File: src/rtl/multicycle_adder_subtractor.sv
`default_nettype none
// +----------------------------------------------------------------------------+
// | multicycle_adder_subtractor: LSB-first chunked add/sub, CHUNK bits/cycle,  |
// | start/busy/done handshake. Optional ovf/zero flags under ADDSUB_FLAGS_EN.  |
// | Revision: 1.0                                                              |
// +----------------------------------------------------------------------------+
module multicycle_adder_subtractor #(
  parameter int WIDTH = 8,
  parameter int CHUNK = 1
) (
  input  logic             clk,
  input  logic             rst_n,
  input  logic             start,
  input  logic             M,
  input  logic [WIDTH-1:0] A,
  input  logic [WIDTH-1:0] B,
  input  logic             Te,
  output logic             busy,
  output logic             done,
  output logic [WIDTH-1:0] S,
  output logic             Ts,
  output logic             ovf,
  output logic             zero
);

  localparam int c_NUM_CHUNKS = WIDTH / CHUNK;
  localparam int c_CNT_W      = (c_NUM_CHUNKS > 1) ? $clog2(c_NUM_CHUNKS) : 1;
  localparam logic [c_CNT_W-1:0] c_LAST = c_CNT_W'(c_NUM_CHUNKS - 1);

  generate
    if ((WIDTH < 2) || ((WIDTH % CHUNK) != 0)) begin : g_param_check
      $error("multicycle_adder_subtractor: WIDTH must be >= 2 and a multiple of CHUNK");
    end
  endgenerate

  typedef enum logic [0:0] {
    IDLE = 1'b0,
    RUN  = 1'b1
  } state_t;

  state_t               r_state;
  state_t               w_state_next;
  logic [c_CNT_W-1:0]   r_cnt;
  logic [WIDTH-1:0]     r_a;
  logic [WIDTH-1:0]     r_b;
  logic                 r_m;
  logic                 r_t;
  logic [WIDTH-1:0]     r_s;
  logic                 r_ts;
  logic                 r_done;
  logic                 w_accept;
  logic                 w_last;
  logic [CHUNK-1:0]     w_a_chunk;
  logic [CHUNK-1:0]     w_b_chunk;
  logic [CHUNK-1:0]     w_sum;
  logic                 w_cout;
  logic [WIDTH-1:0]     w_s_next;
`ifdef ADDSUB_FLAGS_EN
  logic                 w_cin_msb;
`endif

  assign w_accept = (r_state == IDLE) && start;
  assign w_last   = (r_state == RUN) && (r_cnt == c_LAST);

  always_ff @(posedge clk or negedge rst_n) begin
    if (!rst_n) r_state <= IDLE;
    else        r_state <= w_state_next;
  end

  always_comb begin
    w_state_next = r_state;
    case (r_state)
      IDLE:    if (start)  w_state_next = RUN;
      RUN:     if (w_last) w_state_next = IDLE;
      default: w_state_next = IDLE;
    endcase
  end

  // Pick out the operand bits belonging to the chunk currently being processed.
  always_comb begin
    w_a_chunk = '0;
    w_b_chunk = '0;
    for (int i = 0; i < WIDTH; i++) begin
      if (c_CNT_W'(i / CHUNK) == r_cnt) begin
        w_a_chunk[i % CHUNK] = r_a[i];
        w_b_chunk[i % CHUNK] = r_b[i];
      end
    end
  end

  always_comb begin
    logic v_t;
    v_t   = r_t;
    w_sum = '0;
`ifdef ADDSUB_FLAGS_EN
    w_cin_msb = 1'b0;
`endif
    for (int j = 0; j < CHUNK; j++) begin
`ifdef ADDSUB_FLAGS_EN
      if (j == CHUNK - 1) w_cin_msb = v_t;
`endif
      w_sum[j] = w_a_chunk[j] ^ w_b_chunk[j] ^ v_t;
      if (r_m) v_t = (~w_a_chunk[j] & w_b_chunk[j]) | (~w_a_chunk[j] & v_t) | (w_b_chunk[j] & v_t);
      else     v_t = (w_a_chunk[j] & w_b_chunk[j]) | (w_a_chunk[j] & v_t) | (w_b_chunk[j] & v_t);
    end
    w_cout = v_t;
  end

  always_comb begin
    w_s_next = r_s;
    for (int i = 0; i < WIDTH; i++) begin
      if (c_CNT_W'(i / CHUNK) == r_cnt) w_s_next[i] = w_sum[i % CHUNK];
    end
  end

  always_ff @(posedge clk or negedge rst_n) begin
    if (!rst_n) begin
      r_cnt  <= '0;
      r_a    <= '0;
      r_b    <= '0;
      r_m    <= 1'b0;
      r_t    <= 1'b0;
      r_s    <= '0;
      r_ts   <= 1'b0;
      r_done <= 1'b0;
    end else begin
      r_done <= 1'b0;
      if (w_accept) begin
        r_a   <= A;
        r_b   <= B;
        r_m   <= M;
        r_t   <= Te;
        r_cnt <= '0;
        r_s   <= '0;
        r_ts  <= 1'b0;
      end else if (r_state == RUN) begin
        r_s   <= w_s_next;
        r_t   <= w_cout;
        r_cnt <= r_cnt + c_CNT_W'(1);
        if (w_last) begin
          r_ts   <= w_cout;
          r_done <= 1'b1;
        end
      end
    end
  end

`ifdef ADDSUB_FLAGS_EN
  logic r_ovf;
  logic r_zero;

  // Overflow is carry/borrow into the MSB XOR out of it, valid for both modes.
  always_ff @(posedge clk or negedge rst_n) begin
    if (!rst_n) begin
      r_ovf  <= 1'b0;
      r_zero <= 1'b0;
    end else if (w_accept) begin
      r_ovf  <= 1'b0;
      r_zero <= 1'b0;
    end else if (w_last) begin
      r_ovf  <= w_cin_msb ^ w_cout;
      r_zero <= (w_s_next == '0);
    end
  end

  assign ovf  = r_ovf;
  assign zero = r_zero;
`else
  assign ovf  = 1'b0;
  assign zero = 1'b0;
`endif

  assign busy = (r_state == RUN);
  assign done = r_done;
  assign S    = r_s;
  assign Ts   = r_ts;

endmodule
`default_nettype wire

File: config.mk
export PLATFORM = sky130hd
export DESIGN_NAME = multicycle_adder_subtractor
export DESIGN_NICKNAME = d
export VERILOG_FILES = /design/src/rtl/multicycle_adder_subtractor.sv
export SDC_FILE = /design/constraint.sdc
export NUM_CORES = 1
export LEC_CHECK = 0
export CORE_MARGIN = 1
export CORE_UTILIZATION = 52
export CTS_BUF_LIST = sky130_fd_sc_hd__clkbuf_8
export CTS_CLUSTER_SIZE = 10
export DETAILED_ROUTE_END_ITERATION = 6
export PLACE_DENSITY = 0.92
export SETUP_SLACK_MARGIN = 0.05
export SLEW_MARGIN = 20
export SYNTH_ARGS = -nofsm -noshare
export SYNTH_HDL_FRONTEND = slang
export SYNTH_SLANG_ARGS = --single-unit
export TNS_END_PERCENT = 10
File: constraint.sdc
create_clock -name clk -period 3.1 [get_ports clk]
set_input_delay 0.62 -clock clk [delete_from_list [all_inputs] [get_ports clk]]
set_output_delay 0.62 -clock clk [all_outputs]
set_load 0.05 [all_outputs]
==> results of run 1 <==
routing by layer:
| layer | wire (um) | vias up | part of all wire, % |
|---|---|---|---|
| met1 | 1380 | 593 | 40 |
| met5 | 0 | - | 0 |
| met4 | 90 | 0 | 2.6 |
| met2 | 1840 | 38 | 53 |
| met3 | 160 | 13 | 4.6 |
| li1 | - | 570 | - |
timing repair:
action                     in CTS  in global routing
setup endpoints to repair       0                  8
gates resized for setup         0                  1
hold buffers                    0                  0
power by group through the flow:
stage | clock network [mW] | registers, mW | logic (mW)
2_1_floorplan | 0 | 0.994 | 0.894
3_3_place_gp | 0 | 0.805 | 1.39
3_5_place_dp | 0 | 0.822 | 1.47
4_1_cts | 0.327 | 0.819 | 1.48
5_1_grt | 0.344 | 0.846 | 1.62
6_report | 0.319 | 0.823 | 1.48
kinds of logic (layout without fill, tap and decap cells):
group | count (synthesis) | after routing
other cells | 1 | 2
buf+inv | 17 | 47
xor+xnor | 1 | 1
compound gates | 34 | 34
fa+ha+maj | 8 | 8
flops | 32 | 32
simple gates | 26 | 26
mux | 26 | 26
worst max-delay path, stage by stage (launching register included):
cell      delay [ns]
dfrtp_1         0.42
ha_1            0.27
ha_1            0.30
a221oi_1        0.30
a41oi_1         0.16
nand2_1         0.18
inv_1           0.06
ha_1            0.30
xor2_1          0.17
nor2_2          0.11
mux2_2          0.30
sequential cells by signal (all words and copies together), names as in the netlist:
signal and count:
r_t 1, S 8, r_b 8, busy 1, r_m 1, r_cnt 3, done 1, Ts 1
r_a 8
Yosys cell counts:
| master | count | share of area (%) |
|---|---|---|
| dfrtp_1 | 32 | 49 |
| mux2_2 | 24 | 16 |
| a21oi_1 | 10 | 3.1 |
| nand2_1 | 9 | 2.1 |
| ha_1 | 8 | 6.1 |
| nor2b_1 | 7 | 2.7 |
| o21ai_0 | 7 | 2.1 |
| a211oi_1 | 5 | 2.3 |
| buf_4 | 5 | 2.3 |
| inv_1 | 5 | 1.1 |
| nor2_1 | 5 | 1.1 |
| a31oi_1 | 3 | 1.1 |
| a41oi_1 | 3 | 1.6 |
| clkbuf_1 | 3 | 0.69 |
| buf_2 | 2 | 0.61 |
| nand2b_1 | 2 | 0.76 |
| o211ai_1 | 2 | 0.92 |
| a221oi_1 | 1 | 0.53 |
| a22o_1 | 1 | 0.53 |
| a311oi_1 | 1 | 0.53 |
| and2_1 | 1 | 0.38 |
| buf_1 | 1 | 0.23 |
| conb_1 | 1 | 0.23 |
| inv_2 | 1 | 0.23 |
| mux2_4 | 1 | 0.92 |
| mux2i_1 | 1 | 0.61 |
| nand3b_1 | 1 | 0.46 |
| nor4_1 | 1 | 0.38 |
| o31ai_1 | 1 | 0.46 |
| xor2_1 | 1 | 0.53 |
cell type report:
cell class,count,area [sq um]
fillers,225,960
flip-flops and latches,32,801
multi-input cells,97,762
repair buffers,33,338
clock buffers,6,82.6
well taps,44,55.1
inverters,6,22.5
clock inverters,2,7.51
path summary, 6_finish.rpt:
path / cells after the start / from / slack, ns / endpoint
min: 1 / r_b[7] / 0.51 / r_b[7]
max in group asynchronous: 2 / rst_n / 2.08 / r_m
min reg2reg: 1 / r_b[7] / 0.51 / r_b[7]
max: 10 / r_cnt[0] / 0.40 / S[6]
min in group asynchronous: 2 / rst_n / 0.73 / r_cnt[2]
max reg2reg: 10 / r_cnt[0] / 0.40 / S[6]
metrics by stage:
| step | util, % | worst slack [ns] | hold slack [ns] | power, mW | area (sq um) |
|---|---|---|---|---|---|
| finish | 68.3 | 0.399 | 0.514 | 2.62 | 2070 |
| global route | 68.3 | 0.188 | 0.532 | 2.81 | 2070 |
| CTS | 68.2 | 0.271 | 0.519 | 2.62 | 2070 |
| detailed placement | 65.2 | 0.329 | 0.501 | 2.29 | 1980 |
| global placement | 65.2 | 0.498 | 0.496 | 2.19 | 1980 |
| floorplan | - | 0.735 | 0.324 | 1.89 | 1640 |
==> flow_metrics.env, run 1 <==
export IMPL_use_met2_pct=41.9
export IMPL_crit_arrival_ns=2.86
export IMPL_ys_seq_elements=32
export IMPL_syn2layout_area_growth_pct=26.2
export IMPL_syn_inst=145
export IMPL_seq_power_share_pct=31.4
export IMPL_die_w_um=58.1
export IMPL_die_area_sq_um=3380
export IMPL_final_nets=204
export IMPL_power_switching_mw=1.16
export IMPL_ir_drop_v=0.00111
export IMPL_setup_tns_final_ns=0
export IMPL_combPwrFrac_pct=56.5
export IMPL_finalHoldViolations=0
export IMPL_slew_limit_headroom_pct=66.0
export IMPL_grt_pass1_vias=1293
export IMPL_hp_class="flip-flop to flip-flop"
export IMPL_dp_hpwl_mm=2.52
export IMPL_setup_viol=0
export IMPL_synth_cell_type_count=30
export IMPL_grt_first_pass_wirelength_mm=5.96
export IMPL_ant_nets=0
export IMPL_clockBufferDepth=2
export IMPL_cts_made_buffers=5
export IMPL_ios=34
export IMPL_grtUsageMet1_pct=28.1
export IMPL_place_congestion=0.836
export IMPL_drv_slew=0
export IMPL_post_cts_buffers=0
export IMPL_power_internal_mw=1.47
export IMPL_routed_wl_mm=3.46
export IMPL_min_period_ns=2.70
export IMPL_clock_sinks=32
export IMPL_antenna_found_initial=0
export IMPL_p_per_area_nw_per_um2=1270
export IMPL_cp_max_fo=8
export IMPL_cts_root_buf="clkbuf_8"
export IMPL_clkTransAtPathRegs_ns=0.07
export IMPL_drt_iter0_markers=31
export IMPL_outcome="completed"
export IMPL_port_buffers=31
export IMPL_critPathKind="flip-flop to flip-flop"
export IMPL_crit_required_ns=3.26
export IMPL_synth_simple_area_share_pct=7.86
export IMPL_avgSynthCellArea_sq_um=11.3
export IMPL_coreArea_sq_um=3030
export IMPL_final_cell_mix="dfrtp_1, clkdlybuf4s50_1, mux2_2, a21oi_1, nand2_1"
export IMPL_first_pass_iters=4
export IMPL_grt_max_degree=33
export IMPL_worst_pin_slew_ns=0.508
export IMPL_swShare_pct=44.1
export IMPL_start_kind="flip-flop"
export IMPL_synthAdderAreaFrac_pct=6.11
export IMPL_die_h_um=58.1
export IMPL_initial_core_util_pct=54.1
export IMPL_leakage_nw=0.867
export IMPL_instances_no_fill=220
export IMPL_worstSetupEndpointType="flip-flop"
export IMPL_vias=1214
export IMPL_grt_use_total_pct=24.0
export IMPL_synthesis_area_sq_um=1640
export IMPL_yosysSeqAreaShare_pct=48.9
export IMPL_synth_compound_area_share_pct=13.2
export IMPL_vias_per_cell=5.52
export IMPL_met3_usage_pct=5.13
export IMPL_maxCapViolations=0
export IMPL_clockPowerShare_pct=12.2
export IMPL_grt_ovfl_total=0
export IMPL_synth_top_family_by_area="multiplexers"
export IMPL_rsz0062_at_grt="no"
export IMPL_cts_tree="built"
export IMPL_post_drt_wl_per_cell_um=15.7
export IMPL_skew_ns=0.00643
export IMPL_finalCritPeriodShare_pct=87.1
export IMPL_drc=0
export IMPL_fmax_mhz=370
export IMPL_muxShareOfSynthArea_pct=18.0
export IMPL_placedCellCount=212
export IMPL_mostFrequentLayoutCell="dfrtp_1"
export IMPL_synth_xor_area_share_pct=0.534
export IMPL_busiest_layer="met2"
export IMPL_rows=20
export IMPL_h_tree_depth=2
export IMPL_drive_gt1_share_pct=20.5
export IMPL_synth_warnings=0
export IMPL_clock_latency_ns=0.29
export IMPL_num_antenna_cells=0
No activity file was read; power rests on OpenSTA's default activity.
==> run 2: changes to the inputs <==
--- a/config.mk
+++ b/config.mk
@@ -8,7 +8,7 @@
 export CORE_MARGIN = 1
 export CORE_UTILIZATION = 52
 export CTS_BUF_LIST = sky130_fd_sc_hd__clkbuf_8
-export CTS_CLUSTER_SIZE = 10
+export CTS_CLUSTER_SIZE = 25
 export DETAILED_ROUTE_END_ITERATION = 6
 export PLACE_DENSITY = 0.92
 export SETUP_SLACK_MARGIN = 0.05
==> results of run 2 <==
The final DEF is identical to that of run 1; final timing and power are the same.
==> run 3: changes to the inputs <==
--- a/config.mk
+++ b/config.mk
@@ -5,13 +5,14 @@
 export SDC_FILE = /design/constraint.sdc
 export NUM_CORES = 1
 export LEC_CHECK = 0
-export CORE_MARGIN = 1
+export CORE_MARGIN = 2
 export CORE_UTILIZATION = 52
 export CTS_BUF_LIST = sky130_fd_sc_hd__clkbuf_8
 export CTS_CLUSTER_SIZE = 25
 export DETAILED_ROUTE_END_ITERATION = 6
 export PLACE_DENSITY = 0.92
 export SETUP_SLACK_MARGIN = 0.05
+export SKIP_CTS_REPAIR_TIMING = 1
 export SLEW_MARGIN = 20
 export SYNTH_ARGS = -nofsm -noshare
 export SYNTH_HDL_FRONTEND = slang
==> flow_metrics.env, run 3 (synthesis results as in run 1) <==
export IMPL_power_internal_mw=1.46
export IMPL_maxCapViolations=0
export IMPL_grt_max_degree=33
export IMPL_drive_gt1_share_pct=20.3
export IMPL_swShare_pct=43.9
export IMPL_first_pass_iters=4
export IMPL_start_kind="flip-flop"
export IMPL_post_drt_wl_per_cell_um=15.5
export IMPL_seq_power_share_pct=31.7
export IMPL_finalHoldViolations=0
export IMPL_h_tree_depth=2
export IMPL_clockBufferDepth=2
export IMPL_coreArea_sq_um=3030
export IMPL_power_switching_mw=1.14
export IMPL_dp_hpwl_mm=2.49
export IMPL_clockPowerShare_pct=12.1
export IMPL_outcome="completed"
export IMPL_cts_root_buf="clkbuf_8"
export IMPL_min_period_ns=2.85
export IMPL_crit_required_ns=3.31
export IMPL_port_buffers=31
export IMPL_clock_latency_ns=0.28
export IMPL_grt_use_total_pct=22.2
export IMPL_num_antenna_cells=0
export IMPL_p_per_area_nw_per_um2=1260
export IMPL_totalPowerFinal_mw=2.60
export IMPL_slew_limit_headroom_pct=63.7
export IMPL_ios=34
export IMPL_antenna_found_initial=0
export IMPL_rows=20
export IMPL_vias=1236
export IMPL_die_w_um=60.1
export IMPL_skew_ns=0.00413
export IMPL_rsz0062_at_grt="no"
export IMPL_clock_sinks=32
export IMPL_crit_arrival_ns=3.06
export IMPL_drt_iter0_markers=54
export IMPL_leakage_nw=0.870
export IMPL_final_cell_mix="dfrtp_1, clkdlybuf4s50_1, mux2_2, a21oi_1, nand2_1"
export IMPL_routed_wl_mm=3.43
export IMPL_clkTransAtPathRegs_ns=0.06
export IMPL_cp_max_fo=16
export IMPL_vias_per_cell=5.59
export IMPL_cts_tree="built"
export IMPL_setup_tns_final_ns=0
export IMPL_critPathKind="flip-flop to flip-flop"
export IMPL_ant_nets=0
export IMPL_setup_viol=0
export IMPL_drc=0
export IMPL_fmax_mhz=351
export IMPL_drv_slew=0
export IMPL_ir_drop_v=0.000864
export IMPL_final_nets=205
export IMPL_worstSetupEndpointType="flip-flop"
export IMPL_finalCritPeriodShare_pct=92.0
export IMPL_die_h_um=60.1
export IMPL_mostFrequentLayoutCell="dfrtp_1"
export IMPL_grt_first_pass_wirelength_mm=5.86
export IMPL_place_congestion=0.849
export IMPL_die_area_sq_um=3620
export IMPL_grt_ovfl_total=0
export IMPL_initial_core_util_pct=54.1
export IMPL_combPwrFrac_pct=56.1
export IMPL_worst_pin_slew_ns=0.545
export IMPL_grt_pass1_vias=1292
export IMPL_syn2layout_area_growth_pct=25.7
export IMPL_hp_class="flip-flop to flip-flop"
export IMPL_cts_made_buffers=5
## run 3: cell types whose count changed in the layout (fill, tap and decap cells not counted)
| cell | change |
|---|---|
| buf_4 | +2 |
| buf_12 | -1 |
| nor2_1 | +1 |
| nor2_2 | -1 |
## run 3: metrics by stage
step	cell area, sq um	hold slack, ns	utilization, %	std cells	setup WS (ns)
2_1_floorplan	1640	0.324	-	146	0.735
3_3_place_gp	1970	0.493	65.1	213	0.496
3_5_place_dp	1970	0.502	65.1	213	0.299
4_1_cts	2060	0.520	68.1	221	0.276
5_1_grt	2060	0.539	68.1	221	0.0708
6_report	2060	0.514	68.1	221	0.249
## run 3: final timing paths
| path | slack (ns) | depth (start not counted) | to | start |
|---|---|---|---|---|
| max | 0.25 | 9 | S[3] | r_cnt[2] |
| min | 0.51 | 1 | r_a[5] | r_a[5] |
| max reg2reg | 0.25 | 9 | S[3] | r_cnt[2] |
| min reg2reg | 0.51 | 1 | r_a[5] | r_a[5] |
| max in group asynchronous | 2.07 | 2 | busy | rst_n |
| min in group asynchronous | 0.74 | 2 | r_a[0] | rst_n |
## run 3: power groups by stage
stage                     registers (mW)  logic, mW  clock network [mW]
after floorplan                    0.994      0.894                   0
after global placement             0.808       1.38                   0
after detailed placement           0.822       1.45                   0
after CTS                          0.819       1.46               0.320
after global routing               0.853       1.59               0.341
final                              0.823       1.46               0.315
## run 3: critical path, stage by stage (launching register included)
cell and delay [ns]:
dfrtp_1 0.65, inv_2 0.11, ha_1 0.31, a211oi_1 0.27
o211ai_1 0.14, a21oi_1 0.28, ha_1 0.30, xor2_1 0.14
nor2_1 0.34, mux2_2 0.24
## run 3: area by class of cell
class                      instances  area, sq um
timing repair buffer              34          333
multi-input combinational         97          759
clock inverter                     2         7.51
clock buffer                       6         82.6
sequential                        32          801
tap                               44         55.1
fill                             220          967
inverter                           6         22.5
## run 3: metal layers
layer | share of wire, % | track usage (%) | wire, um
met5 | 0 | 0 | 0
met4 | 2.3 | 10.5 | 80
met3 | 6.2 | 6.28 | 213
met2 | 51 | 36.2 | 1760
met1 | 40 | 27.1 | 1390
